### src/rtl/edge_threshold_if.sv
// Word-addressed single-port memory bus shared by the thresholding engine and its memory.
// The engine drives the request side; the memory returns dataR one cycle after a read.
interface edge_threshold_if;
  logic [15:0] addr;
  logic [31:0] dataR;
  logic [31:0] dataW;
  logic        en;
  logic        we;

  modport master (output addr, output dataW, output en, output we, input dataR);
  modport slave  (input addr, input dataW, input en, input we, output dataR);
endinterface

### src/rtl/edge_threshold.sv
// In-place binarisation of a packed 8-bit edge image: each 32-bit word is read, its four
// pixels are thresholded to 8'hFF/8'h00, and the word is written back to the same address.
module edge_threshold #(
  parameter int SRC_BASE = 25344,
  parameter int NWORDS   = 25344
) (
  input  logic                 clk,
  input  logic                 reset,
  edge_threshold_if.master     mem,
  input  logic                 start,
  input  logic [7:0]           threshold,
  output logic                 finish,
  output logic [16:0]          edge_count
);

  localparam logic [15:0] BASE16 = 16'(SRC_BASE);
  localparam logic [15:0] LAST   = 16'(NWORDS - 1);

  typedef enum logic [1:0] {IDLE, RD, WR, DONE} state_t;

  state_t      state_q, state_d;
  logic [15:0] index_q, index_d;
  logic [7:0]  thr_q, thr_d;
  logic [16:0] count_q, count_d;

  logic [31:0] binW;
  logic [2:0]  hits;

  always_ff @(posedge clk or negedge reset) begin
    if (!reset) begin
      state_q <= IDLE;
      index_q <= '0;
      thr_q   <= '0;
      count_q <= '0;
    end else begin
      state_q <= state_d;
      index_q <= index_d;
      thr_q   <= thr_d;
      count_q <= count_d;
    end
  end

  // Read data is only meaningful in WR, where it holds the word fetched during RD.
  always_comb begin
    binW = '0;
    hits = '0;
    for (int k = 0; k < 4; k++) begin
      if (mem.dataR[8*k +: 8] > thr_q) begin
        binW[8*k +: 8] = 8'hFF;
        hits           = hits + 3'd1;
      end
    end
  end

  always_comb begin
    state_d = state_q;
    index_d = index_q;
    thr_d   = thr_q;
    count_d = count_q;
    unique case (state_q)
      IDLE: begin
        if (start) begin
          thr_d   = threshold;
          index_d = '0;
          count_d = '0;
          state_d = RD;
        end
      end
      RD: state_d = WR;
      WR: begin
        count_d = count_q + {14'd0, hits};
        if (index_q == LAST) begin
          state_d = DONE;
        end else begin
          index_d = index_q + 16'd1;
          state_d = RD;
        end
      end
      DONE: begin
        if (!start) state_d = IDLE;
      end
      default: state_d = IDLE;
    endcase
  end

  // Bus outputs decode only registered state, so they never follow dataR except dataW in WR.
  always_comb begin
    mem.en    = (state_q == RD) || (state_q == WR);
    mem.we    = (state_q == WR);
    mem.addr  = mem.en ? (BASE16 + index_q) : 16'd0;
    mem.dataW = (state_q == WR) ? binW : 32'd0;
    finish    = (state_q == DONE);
  end

  assign edge_count = count_q;

endmodule
### src/flat_wrapper.sv
// flat-port wrapper written by rule: the top's interface ports become plain ports
module edge_threshold_flat 
#(
  parameter int SRC_BASE = 25344,
  parameter int NWORDS   = 25344
)
  (clk, reset, start, threshold, finish, edge_count, mem_addr, mem_dataW, mem_en, mem_we, mem_dataR);
  edge_threshold_if mem_i ();
  input  logic clk;
  input  logic reset;
  input  logic start;
  input  logic [7:0] threshold;
  output logic finish;
  output logic [16:0] edge_count;
  output wire logic [$bits(mem_i.addr)-1:0] mem_addr;
  output wire logic [$bits(mem_i.dataW)-1:0] mem_dataW;
  output wire logic [$bits(mem_i.en)-1:0] mem_en;
  output wire logic [$bits(mem_i.we)-1:0] mem_we;
  input wire logic [$bits(mem_i.dataR)-1:0] mem_dataR;
  assign mem_addr = mem_i.addr;
  assign mem_dataW = mem_i.dataW;
  assign mem_en = mem_i.en;
  assign mem_we = mem_i.we;
  assign mem_i.dataR = mem_dataR;
  edge_threshold #(.SRC_BASE(SRC_BASE), .NWORDS(NWORDS)) u_core (.clk(clk), .reset(reset), .mem(mem_i), .start(start), .threshold(threshold), .finish(finish), .edge_count(edge_count));
endmodule
### config.mk
export PLATFORM = sky130hd
export DESIGN_NAME = edge_threshold_flat
export DESIGN_NICKNAME = d
export VERILOG_FILES = /design/src/rtl/edge_threshold_if.sv /design/src/rtl/edge_threshold.sv /design/src/flat_wrapper.sv
export SDC_FILE = /design/constraint.sdc
export NUM_CORES = 1
export LEC_CHECK = 0
export ABC_AREA = 1
export CAP_MARGIN = 20
export CORE_ASPECT_RATIO = 1.4
export CORE_MARGIN = 2
export CORE_UTILIZATION = 30
export DETAILED_ROUTE_END_ITERATION = 10
export GPL_ROUTABILITY_DRIVEN = 1
export PLACE_DENSITY = 0.54
export SLEW_MARGIN = 20
export SYNTH_ARGS = -nofsm -noshare
export SYNTH_HDL_FRONTEND = slang
export SYNTH_SLANG_ARGS = --single-unit
### constraint.sdc
create_clock -name clk -period 4.5 [get_ports clk]
set_input_delay 0.675 -clock clk [delete_from_list [all_inputs] [get_ports clk]]
set_output_delay 0.675 -clock clk [all_outputs]
set_load 0.05 [all_outputs]
==> results.yml <==
worst_setup_path:
  worstSetupPathType: "in2reg"
  crit_arrival_ps: 4280
  cp.required_ps: 4720
  cp-end-kind: "flop"
  r2r_slack_ps: 740
  cp_max_fo: 4
  crit_path_start_kind: "input pin"
cts:
  cts.sinks: 43
  ctsResizeCount: 0
  insertion_delay_ps: 290
  hold_buffers: 0
  cts_tree: "built"
  clk_pin_slew_ps: 60
  cts_buffers: 5
  clockRootBuffer: "clkbuf_16"
  htreeDepth: 2
  clockBufferDepth: 2
  cts_setup_buffers: 0
global_route:
  grt_util_all_layers_pct: 15.3
  grt_pass1_wl_mm: 17.5
  overflow: 0
  antenna_found_initial: 0
  grt_max_degree: 44
  grt_pass1_vias: 3611
synth:
  synth_ff_type: "dfrtp_1"
  yosys-top-cells-count: "nand2_1, inv_1, nor2_1"
  synth_seq_cells: 43
  post-synth-top-area-cell: "dfrtp_1"
  synth_area_leaders: "dfrtp_1, ha_1, nand2_1"
  synth_area_um2: 3960
  synth_enable_flop_cells: 0
  synth_seq_area_share_pct: 27.2
  synth_top_area_share_pct: 27.2
  ys_types: 32
  ys_async_sr_fraction_pct: 100
  synth_warnings: 0
  synth_most_common_cell: "nand2_1"
  synthesis.nets: 665
  synth_area_per_cell_um2: 6.89
  syn_inst: 574
drt:
  wl_per_cell_um: 13.3
  ant_nets: 0
  dr.pass1.iters: 4
  drt_iter0_drc: 81
  drt-total-wl_mm: 10.8
  drc: 0
  vias: 3802
  via_per_inst: 4.71
timing:
  finalCritPeriodShare_pct: 90.3
  fin_tns_setup_ps: 0
  max-slew-margin-rel_pct: 60.3
  drv_slew: 0
  setup_violations: 0
  period_minus_slack_ps: 4060
  hold_violations: 0
  timing.fmax_mhz: 246
  fin_ws_ps: 436
  rsz0062_at_grt: "no"
  tightest_slew_ps: 596
  skew_ps: 6.30
pwr:
  power_uw: 3310
  pwr-share-clk_pct: 11.8
  vdd_drop_max_v: 0.000297
  leakage_uw: 0.00244
  combPwrFrac_pct: 72.8
  p_switching_uw: 1850
  internal-power_uw: 1460
  power_frac_seq_pct: 15.4
  powerDensity_nw_per_um2: 645
  swShare_pct: 55.8
final_layout:
  fillers: 1375
  fin_util_pct: 39.8
  fin_nets: 745
  syn_to_final_growth_pct: 29.6
  n_antenna_cell: 0
  drive_gt1_share_pct: 4.58
placement:
  dp_hpwl_mm: 8.49
  gp_congestion: 0.865
  dp_slack_ps: 141
  port_buffers: 110
die:
  initial_utilization_pct: 30.7
  dieArea_um2: 14100
  die_w_um: 101
  ios: 111
  die_h_um: 140
  row_count: 49
  core_area_um2: 12900
job:
  drv_cap: 0
worst_hold_path:
  min-delay-path-class: "in2async"
status:
  status: "finished clean"
[through the flow]
step,hold WS (ps),cell area (um^2),instances
2_1_floorplan,379,3960,574
3_3_place_gp,515,4970,800
3_5_place_dp,513,4970,800
4_1_cts,530,5120,808
5_1_grt,430,5130,808
6_report,386,5130,808
[path summary, 6_finish.rpt]
check / from / to / cells after the start
setup / recovery: mem_dataR[7] / u_core.edge_count[14] / 22
max in group asynchronous: reset / u_core.thr_q[7] / 1
setup reg to reg: u_core.thr_q[5] / u_core.edge_count[14] / 23
min in group clk: u_core.edge_count[0] / u_core.edge_count[0] / 2
hold / removal: reset / u_core.edge_count[4] / 1
hold reg to reg: u_core.edge_count[0] / u_core.edge_count[0] / 2
[cell type report]
type                       instances  area, um^2  area share [%]
timing repair buffer             111        1110            21.6
multi-input combinational        405        2270            44.2
inverter                          88         330            6.44
sequential                        43        1080            21.0
clock buffer                       8         156            3.05
tap                              153         191            3.73
[cells by family after synthesis]
logic type | share of synthesized area (%)
adder cells (fa/ha/maj) | 15.4
XOR/XNOR | 1.11
AO/OA/AOI/OAI | 11.4
flip-flops | 27.2
buffers and inverters | 15.5
AND/OR/NAND/NOR | 29.4
[cells in the final DEF, fill, tap and decap left out, types with 4 or more instances in the layout]
cell,count
a21oi_1,27
clkbuf_16,5
clkdlybuf4s50_1,109
dfrtp_1,43
ha_1,47
inv_1,85
nand2_1,149
nand3_1,31
nand4_1,15
nor2_1,51
nor3_1,17
o21ai_0,25
o21ai_1,11
o21ai_2,5
or2_2,4
xor2_1,5
[power groups by stage]
stage	Sequential, uW	Clock, uW	Combinational, uW
after global routing	517	416	2670
final	509	391	2410
after floorplan	562	0	1850
after detailed placement	518	0	2430
after global placement	516	0	2400
after CTS	510	403	2440
[per-layer routing]
| metal | global-route usage (%) | wire length [um] | share of wire, % | up-vias |
|---|---|---|---|---|
| li1 | - | - | - | 1976 |
| met1 | 17.2 | 4500 | 42 | 1719 |
| met2 | 29.5 | 5700 | 53 | 99 |
| met3 | 1.81 | 400 | 3.7 | 8 |
| met4 | 4.27 | 164 | 1.5 | 0 |
| met5 | 0 | 0 | 0 | - |
[state kept, by name, summed over array words and instances, names as in the netlist]
signal / flops
u_core.edge_count: 17
u_core.index_q: 16
u_core.thr_q: 8
u_core.state_q: 2
[worst max-delay path: stages]
cell	delay (ps)
clkdlybuf4s50_1	420
ha_1	310
nand2_1	70
nor2_1	150
nand2_1	90
nand2_1	60
nand2_1	110
ha_1	320
nand3_1	120
nand2_1	120
inv_1	50
ha_1	270
or2_2	100
nand2_1	60
fa_1	440
o21ai_0	300
nand3_2	140
nor2_1	150
nand4_1	120
nand2_1	80
nand2_1	40
nor2_1	80
Power figures use the tool's default switching activity.
